File: config.mk
export PLATFORM = sky130hd
export DESIGN_NAME = puzzle_move_ctrl
export DESIGN_NICKNAME = d
export VERILOG_FILES = /design/src/rtl/puzzle_pkg.sv /design/src/rtl/puzzle_move_ctrl_nibble_swap.sv /design/src/rtl/puzzle_move_ctrl.sv
export SDC_FILE = /design/constraint.sdc
export NUM_CORES = 1
export LEC_CHECK = 0
export BUFFER_PORTS_ARGS = -buffer_cell sky130_fd_sc_hd__buf_2
export CAP_MARGIN = 20
export CORE_MARGIN = 2
export CORE_UTILIZATION = 54
export DETAILED_ROUTE_END_ITERATION = 8
export GPL_TIMING_DRIVEN = 0
export PLACE_DENSITY = 0.82
export SLEW_MARGIN = 20
export SYNTH_ARGS = -nofsm -noshare
export SYNTH_HDL_FRONTEND = slang
export SYNTH_SLANG_ARGS = --single-unit
export TNS_END_PERCENT = 10
File: constraint.sdc
create_clock -name clk -period 2.51 [get_ports clk]
set_clock_uncertainty 0.15 [all_clocks]
set_input_delay 0.1255 -clock clk [delete_from_list [all_inputs] [get_ports clk]]
set_output_delay 0.1255 -clock clk [all_outputs]
set_load 0.1 [all_outputs]
File: src/rtl/puzzle_pkg.sv
// Shared types and constants for the puzzle move sequencer: FSM states,
// register-file indices, move directions and the default board width.
package puzzle_pkg;

   typedef enum logic [2:0] {
      ST_IDLE,
      ST_LOAD,
      ST_WR_ST,
      ST_WR_PL,
      ST_WR_CNT,
      ST_CMP,
      ST_DONE
   } state_t;

   localparam int PUZZLE_WIDTH = 28;

   localparam logic [3:0] REG_STATE = 4'd0;
   localparam logic [3:0] REG_GOAL  = 4'd1;
   localparam logic [3:0] REG_PLACE = 4'd2;
   localparam logic [3:0] REG_CNT   = 4'd7;
   localparam logic [3:0] REG_COMP  = 4'd9;

   localparam logic DIR_LEFT  = 1'b0;
   localparam logic DIR_RIGHT = 1'b1;

   // Bits needed to hold a cell index; never less than one.
   function automatic int pos_width(input int ncell);
      return (ncell > 1) ? $clog2(ncell) : 1;
   endfunction

endpackage

File: src/rtl/puzzle_move_ctrl_nibble_swap.sv
// Combinational exchange of two 4-bit cells (i_p, i_n) inside a WIDTH-bit board word.
module nibble_swap
   import puzzle_pkg::*;
#(
   parameter int WIDTH = PUZZLE_WIDTH,
   parameter int PW    = pos_width(WIDTH / 4)
) (
   input  logic [WIDTH-1:0] i_word,
   input  logic [PW-1:0]    i_p,
   input  logic [PW-1:0]    i_n,
   output logic [WIDTH-1:0] o_word
);

   localparam int NCELL = WIDTH / 4;

   logic [3:0] w_cell_p;
   logic [3:0] w_cell_n;

   // Cells are picked with constant-index slices so out-of-range indices simply select nothing.
   always_comb begin
      w_cell_p = '0;
      w_cell_n = '0;
      for (int unsigned i = 0; i < NCELL; i++) begin
         if (PW'(i) == i_p) w_cell_p = i_word[4*i +: 4];
         if (PW'(i) == i_n) w_cell_n = i_word[4*i +: 4];
      end
      o_word = i_word;
      for (int unsigned i = 0; i < NCELL; i++) begin
         if (PW'(i) == i_p)      o_word[4*i +: 4] = w_cell_n;
         else if (PW'(i) == i_n) o_word[4*i +: 4] = w_cell_p;
      end
   end

endmodule

File: src/rtl/puzzle_move_ctrl.sv
// Move sequencer owning the puzzle register-file write port; one tile move per command.
// Define PUZZLE_MOVE_CTRL_CMP_EN to add the goal-compare state (r9 write, solved flag).
module puzzle_move_ctrl
   import puzzle_pkg::*;
#(
   parameter int WIDTH = PUZZLE_WIDTH
) (
   input  logic             clk,
   input  logic             rst_n,
   input  logic             cmd_valid,
   input  logic             cmd_dir,
   output logic             cmd_ready,
   output logic [3:0]       src0,
   output logic [3:0]       src1,
   output logic [3:0]       dst,
   output logic             we,
   output logic [WIDTH-1:0] data,
   input  logic [WIDTH-1:0] data0,
   input  logic [WIDTH-1:0] data1,
   output logic             busy,
   output logic             done,
   output logic             err,
   output logic             solved
);

   localparam int NCELL = WIDTH / 4;
   localparam int PW    = pos_width(NCELL);
   localparam logic [WIDTH-1:0] NCELL_W = WIDTH'(NCELL);
   localparam logic [WIDTH-1:0] LAST_W  = WIDTH'(NCELL - 1);

   state_t           r_state;
   state_t           w_next;
   logic             r_dir;
   logic             r_err;
   logic [WIDTH-1:0] r_s;
   logic [PW-1:0]    r_p;
   logic [PW-1:0]    r_n;
   logic [PW-1:0]    w_p;
   logic             w_illegal;
   logic [WIDTH-1:0] w_swapped;
`ifdef PUZZLE_MOVE_CTRL_CMP_EN
   logic             r_solved;
`endif

   nibble_swap #(
      .WIDTH (WIDTH),
      .PW    (PW)
   ) u_swap (
      .i_word (r_s),
      .i_p    (r_p),
      .i_n    (r_n),
      .o_word (w_swapped)
   );

   // Legality is judged on the full-width position read so that any out-of-range value is rejected.
   assign w_p       = data1[PW-1:0];
   assign w_illegal = (data1 >= NCELL_W) ||
                      ((r_dir == DIR_LEFT)  && (data1 == '0)) ||
                      ((r_dir == DIR_RIGHT) && (data1 == LAST_W));

   always_ff @(posedge clk or negedge rst_n) begin
      if (!rst_n) r_state <= ST_IDLE;
      else        r_state <= w_next;
   end

   always_ff @(posedge clk or negedge rst_n) begin
      if (!rst_n) begin
         r_dir <= DIR_LEFT;
         r_err <= 1'b0;
         r_s   <= '0;
         r_p   <= '0;
         r_n   <= '0;
`ifdef PUZZLE_MOVE_CTRL_CMP_EN
         r_solved <= 1'b0;
`endif
      end else begin
         if ((r_state == ST_IDLE) && cmd_valid) begin
            r_dir <= cmd_dir;
            r_err <= 1'b0;
`ifdef PUZZLE_MOVE_CTRL_CMP_EN
            r_solved <= 1'b0;
`endif
         end
         if (r_state == ST_LOAD) begin
            r_s   <= data0;
            r_p   <= w_p;
            r_n   <= (r_dir == DIR_RIGHT) ? w_p + PW'(1) : w_p - PW'(1);
            r_err <= w_illegal;
         end
`ifdef PUZZLE_MOVE_CTRL_CMP_EN
         if (r_state == ST_CMP) r_solved <= (data0 == data1);
`endif
      end
   end

   always_comb begin
      w_next    = r_state;
      cmd_ready = 1'b0;
      busy      = 1'b1;
      done      = 1'b0;
      err       = 1'b0;
      solved    = 1'b0;
      we        = 1'b0;
      dst       = '0;
      data      = '0;
      src0      = '0;
      src1      = '0;
      case (r_state)
         ST_IDLE: begin
            busy      = 1'b0;
            cmd_ready = rst_n;
            if (cmd_valid) w_next = ST_LOAD;
         end
         ST_LOAD: begin
            src0   = REG_STATE;
            src1   = REG_PLACE;
            w_next = w_illegal ? ST_DONE : ST_WR_ST;
         end
         ST_WR_ST: begin
            we     = 1'b1;
            dst    = REG_STATE;
            data   = w_swapped;
            w_next = ST_WR_PL;
         end
         ST_WR_PL: begin
            we     = 1'b1;
            dst    = REG_PLACE;
            data   = WIDTH'(r_n);
            w_next = ST_WR_CNT;
         end
         ST_WR_CNT: begin
            src0 = REG_CNT;
            we   = 1'b1;
            dst  = REG_CNT;
            data = data0 + WIDTH'(1);
`ifdef PUZZLE_MOVE_CTRL_CMP_EN
            w_next = ST_CMP;
`else
            w_next = ST_DONE;
`endif
         end
`ifdef PUZZLE_MOVE_CTRL_CMP_EN
         ST_CMP: begin
            src0    = REG_STATE;
            src1    = REG_GOAL;
            we      = 1'b1;
            dst     = REG_COMP;
            data[0] = (data0 == data1);
            w_next  = ST_DONE;
         end
`endif
         ST_DONE: begin
            done = 1'b1;
            err  = r_err;
`ifdef PUZZLE_MOVE_CTRL_CMP_EN
            solved = r_solved;
`endif
            w_next = ST_IDLE;
         end
         default: w_next = ST_IDLE;
      endcase
   end

endmodule

==> impl_metrics.env <==
export IMPL_rsz0062_at_grt="yes"
export IMPL_io_buffers=99
export IMPL_postPlaceCellArea_um2=4540
export IMPL_design_area_um2=5700
export IMPL_setup_violations=17
export IMPL_max_slew_margin_rel=0.517
export IMPL_wl_per_cell_um=24.1
export IMPL_cp_max_fo=10
export IMPL_cts_tree="done"
export IMPL_ys_flop_type="dfrtp_1"
export IMPL_ant_nets=0
export IMPL_hold_viol_final=0
export IMPL_yosysSeqAreaShare=0.259
export IMPL_postSynthCellCount=461
export IMPL_numClockSinks=39
export IMPL_clk_pin_slew_ns=0.07
export IMPL_critical_path_class="register to output port"
export IMPL_final_util=0.844
export IMPL_required_ns=2.23
export IMPL_grt_start_max_net_pins=41
export IMPL_initial_core_util=0.557
export IMPL_drt_wl_total_mm=16.7
export IMPL_cts_root_buf="clkbuf_8"
export IMPL_status="finished with violations"
export IMPL_final_max_slew_violation_count=0
export IMPL_avgSynthCellArea_um2=8.17
export IMPL_place_inst=645
export IMPL_drtPass1Iterations=6
export IMPL_violations="setup timing"
export IMPL_fin_ws_ns=-0.139
export IMPL_synth_edf_count=0
export IMPL_critPathLaunchType="register"
export IMPL_hold_class="input port to register"
export IMPL_grt_usage=0.407
export IMPL_antenna_found_initial=0
export IMPL_dp_hpwl_mm=10.6
export IMPL_vias=4891
export IMPL_syn_area_um2=3770
export IMPL_viasPerCell=7.07
export IMPL_die_area_um2=7660
export IMPL_finalCriticalPeriod_ns=2.65
export IMPL_core_area_um2=6760
export IMPL_cts_htree_levels=2
export IMPL_grt_pass1_wl_mm=23.5
export IMPL_fin_nets=675
export IMPL_cts_made_buffers=5
export IMPL_crit_arrival_ns=2.37
export IMPL_ys_ff_latch=39
export IMPL_tightestPinTransition_ns=0.718
export IMPL_yosysWarnings=0
export IMPL_fp_dieW_um=87.5
export IMPL_cts_path_max_buffers=2
export IMPL_clk_insertion_delay_late_ns=0.30
export IMPL_pin_count=106
export IMPL_area_growth_pct=51.4
export IMPL_ys_types=60
export IMPL_maxCapViolCount=0
export IMPL_drt_iter0_drc=717
export IMPL_layout_drive_gt1_share=0.435
export IMPL_grt_pass1_vias=4477
export IMPL_fin_cells=692
export IMPL_globalRouteOverflowTotal=0
export IMPL_drc_errors=0
export IMPL_fillCellCount=376
export IMPL_std_cell_rows=30
export IMPL_fin_crit_sh=1.06
export IMPL_cp_end_kind="output port"
export IMPL_routabilityCongestion=0.986
export IMPL_antenna_cells=0
export IMPL_dieHeight_um=87.5
export IMPL_async_flop_share=1.00
export IMPL_fmaxAchievable_mhz=378
what timing repair did:
| item | CTS | global route |
|---|---|---|
| endpoints found under the hold margin | 68 | 0 |
| pin swaps | 11 | 20 |
| setup buffers | 10 | 5 |
| hold buffers | 29 | 0 |
| endpoints found under the setup margin | 36 | 30 |
| resized for setup | 112 | 84 |
| gates cloned | 0 | 2 |
layout by cell type (no fill, tap or decap), types with 11 or more instances in the layout:
master	n
nor3_1	11
mux2_2	31
xor2_1	11
dlygate4sd3_1	29
buf_6	20
buf_2	67
inv_1	12
buf_4	34
nand3_1	19
o211ai_1	11
dfrtp_1	35
xnor2_1	14
o21ai_0	17
mux2i_1	14
nor2_1	30
nand2_1	37
through the flow:
stage	worst slack (ns)	setup TNS (ns)	hold slack, ns
2_1_floorplan	-0.475	-5.66	-0.320
3_3_place_gp	-0.475	-6.72	0.143
3_5_place_dp	-0.449	-6.55	0.180
4_1_cts	-0.0345	-0.0923	0.00316
5_1_grt	-0.206	-1.21	0.0115
6_report	-0.139	-0.452	0.00969
layer usage:
layer | routed length [µm] | vias to the layer above | part of all wire | GRT usage
li1 | - | 2023 | - | -
met1 | 5660 | 2228 | 0.34 | 0.519
met2 | 7440 | 493 | 0.45 | 0.645
met3 | 2350 | 147 | 0.14 | 0.0976
met4 | 1230 | 0 | 0.074 | 0.201
met5 | 0 | - | 0 | 0
cell type report:
type,count,area (µm²),share of cell area
timing repair buffer,144,1210,0.212
multi-input combinational,378,3020,0.529
inverter,14,61.3,0.0108
clock buffer,6,72.6,0.0127
sequential,39,981,0.172
tap,80,100,0.0176
buffer,31,262,0.0459
state kept, by name (all words and copies together), names as in the netlist:
name	cells
r_n	3
r_dir	1
r_err	1
r_s	28
r_state	3
r_p	3
critical path, cell delays in order, from the launching register on:
cell and delay (ns):
dfrtp_1 0.40, clkbuf_4 0.22, nor3b_2 0.39, nor2_4 0.08, buf_4 0.16, a32oi_1 0.24, o21ai_0 0.17, o21bai_1 0.21
buf_6 0.20
synth_stat cells (all sizes together), types with 5 or more instances:
| cell type | number | share of area |
|---|---|---|
| nor2b | 6 | 0.010 |
| a32oi | 5 | 0.012 |
| nand2b | 6 | 0.010 |
| xnor2 | 14 | 0.033 |
| or2 | 6 | 0.010 |
| xor2 | 11 | 0.026 |
| o22ai | 7 | 0.012 |
| or4 | 5 | 0.012 |
| o221ai | 12 | 0.028 |
| nor3b | 6 | 0.012 |
| o211ai | 11 | 0.022 |
| clkbuf | 17 | 0.017 |
| inv | 13 | 0.013 |
| dfrtp | 39 | 0.26 |
| mux2i | 17 | 0.045 |
| nor4 | 11 | 0.018 |
| a21oi | 9 | 0.012 |
| and2 | 5 | 0.0083 |
| a22oi | 5 | 0.010 |
| mux2 | 31 | 0.093 |
| nand3 | 22 | 0.031 |
| buf | 19 | 0.031 |
| nor3 | 14 | 0.019 |
| or3b | 5 | 0.012 |
| nor2 | 35 | 0.035 |
| o21ai | 24 | 0.032 |
| a211oi | 6 | 0.012 |
| nand4 | 8 | 0.013 |
| nand2 | 40 | 0.040 |
logic make-up (layout without fill, tap and decap cells):
family,after synthesis,after routing,synth area share
xor+xnor,25,25,0.0581
compound gates,113,113,0.217
mux,48,48,0.138
other cells,1,6,0.000996
flops,39,39,0.259
simple gates,183,184,0.257
buf+inv,50,195,0.0618
fa+ha+maj,2,2,0.00864
worst paths after layout:
kind	from	end	slack (ns)	cells after the start
min in group asynchronous	rst_n	r_s[20]	0.26	2
setup / recovery	r_p[2]	data[4]	-0.14	8
setup reg to reg	r_state[0]	r_s[3]	0.30	6
max in group asynchronous	rst_n	r_n[2]	1.51	2
hold reg to reg	r_err	r_err	0.40	2
hold / removal	data0[14]	r_s[14]	0.01	2
Power is not shown: default switching activity piles up to over one toggle a cycle in this logic, so the estimate is an artifact.
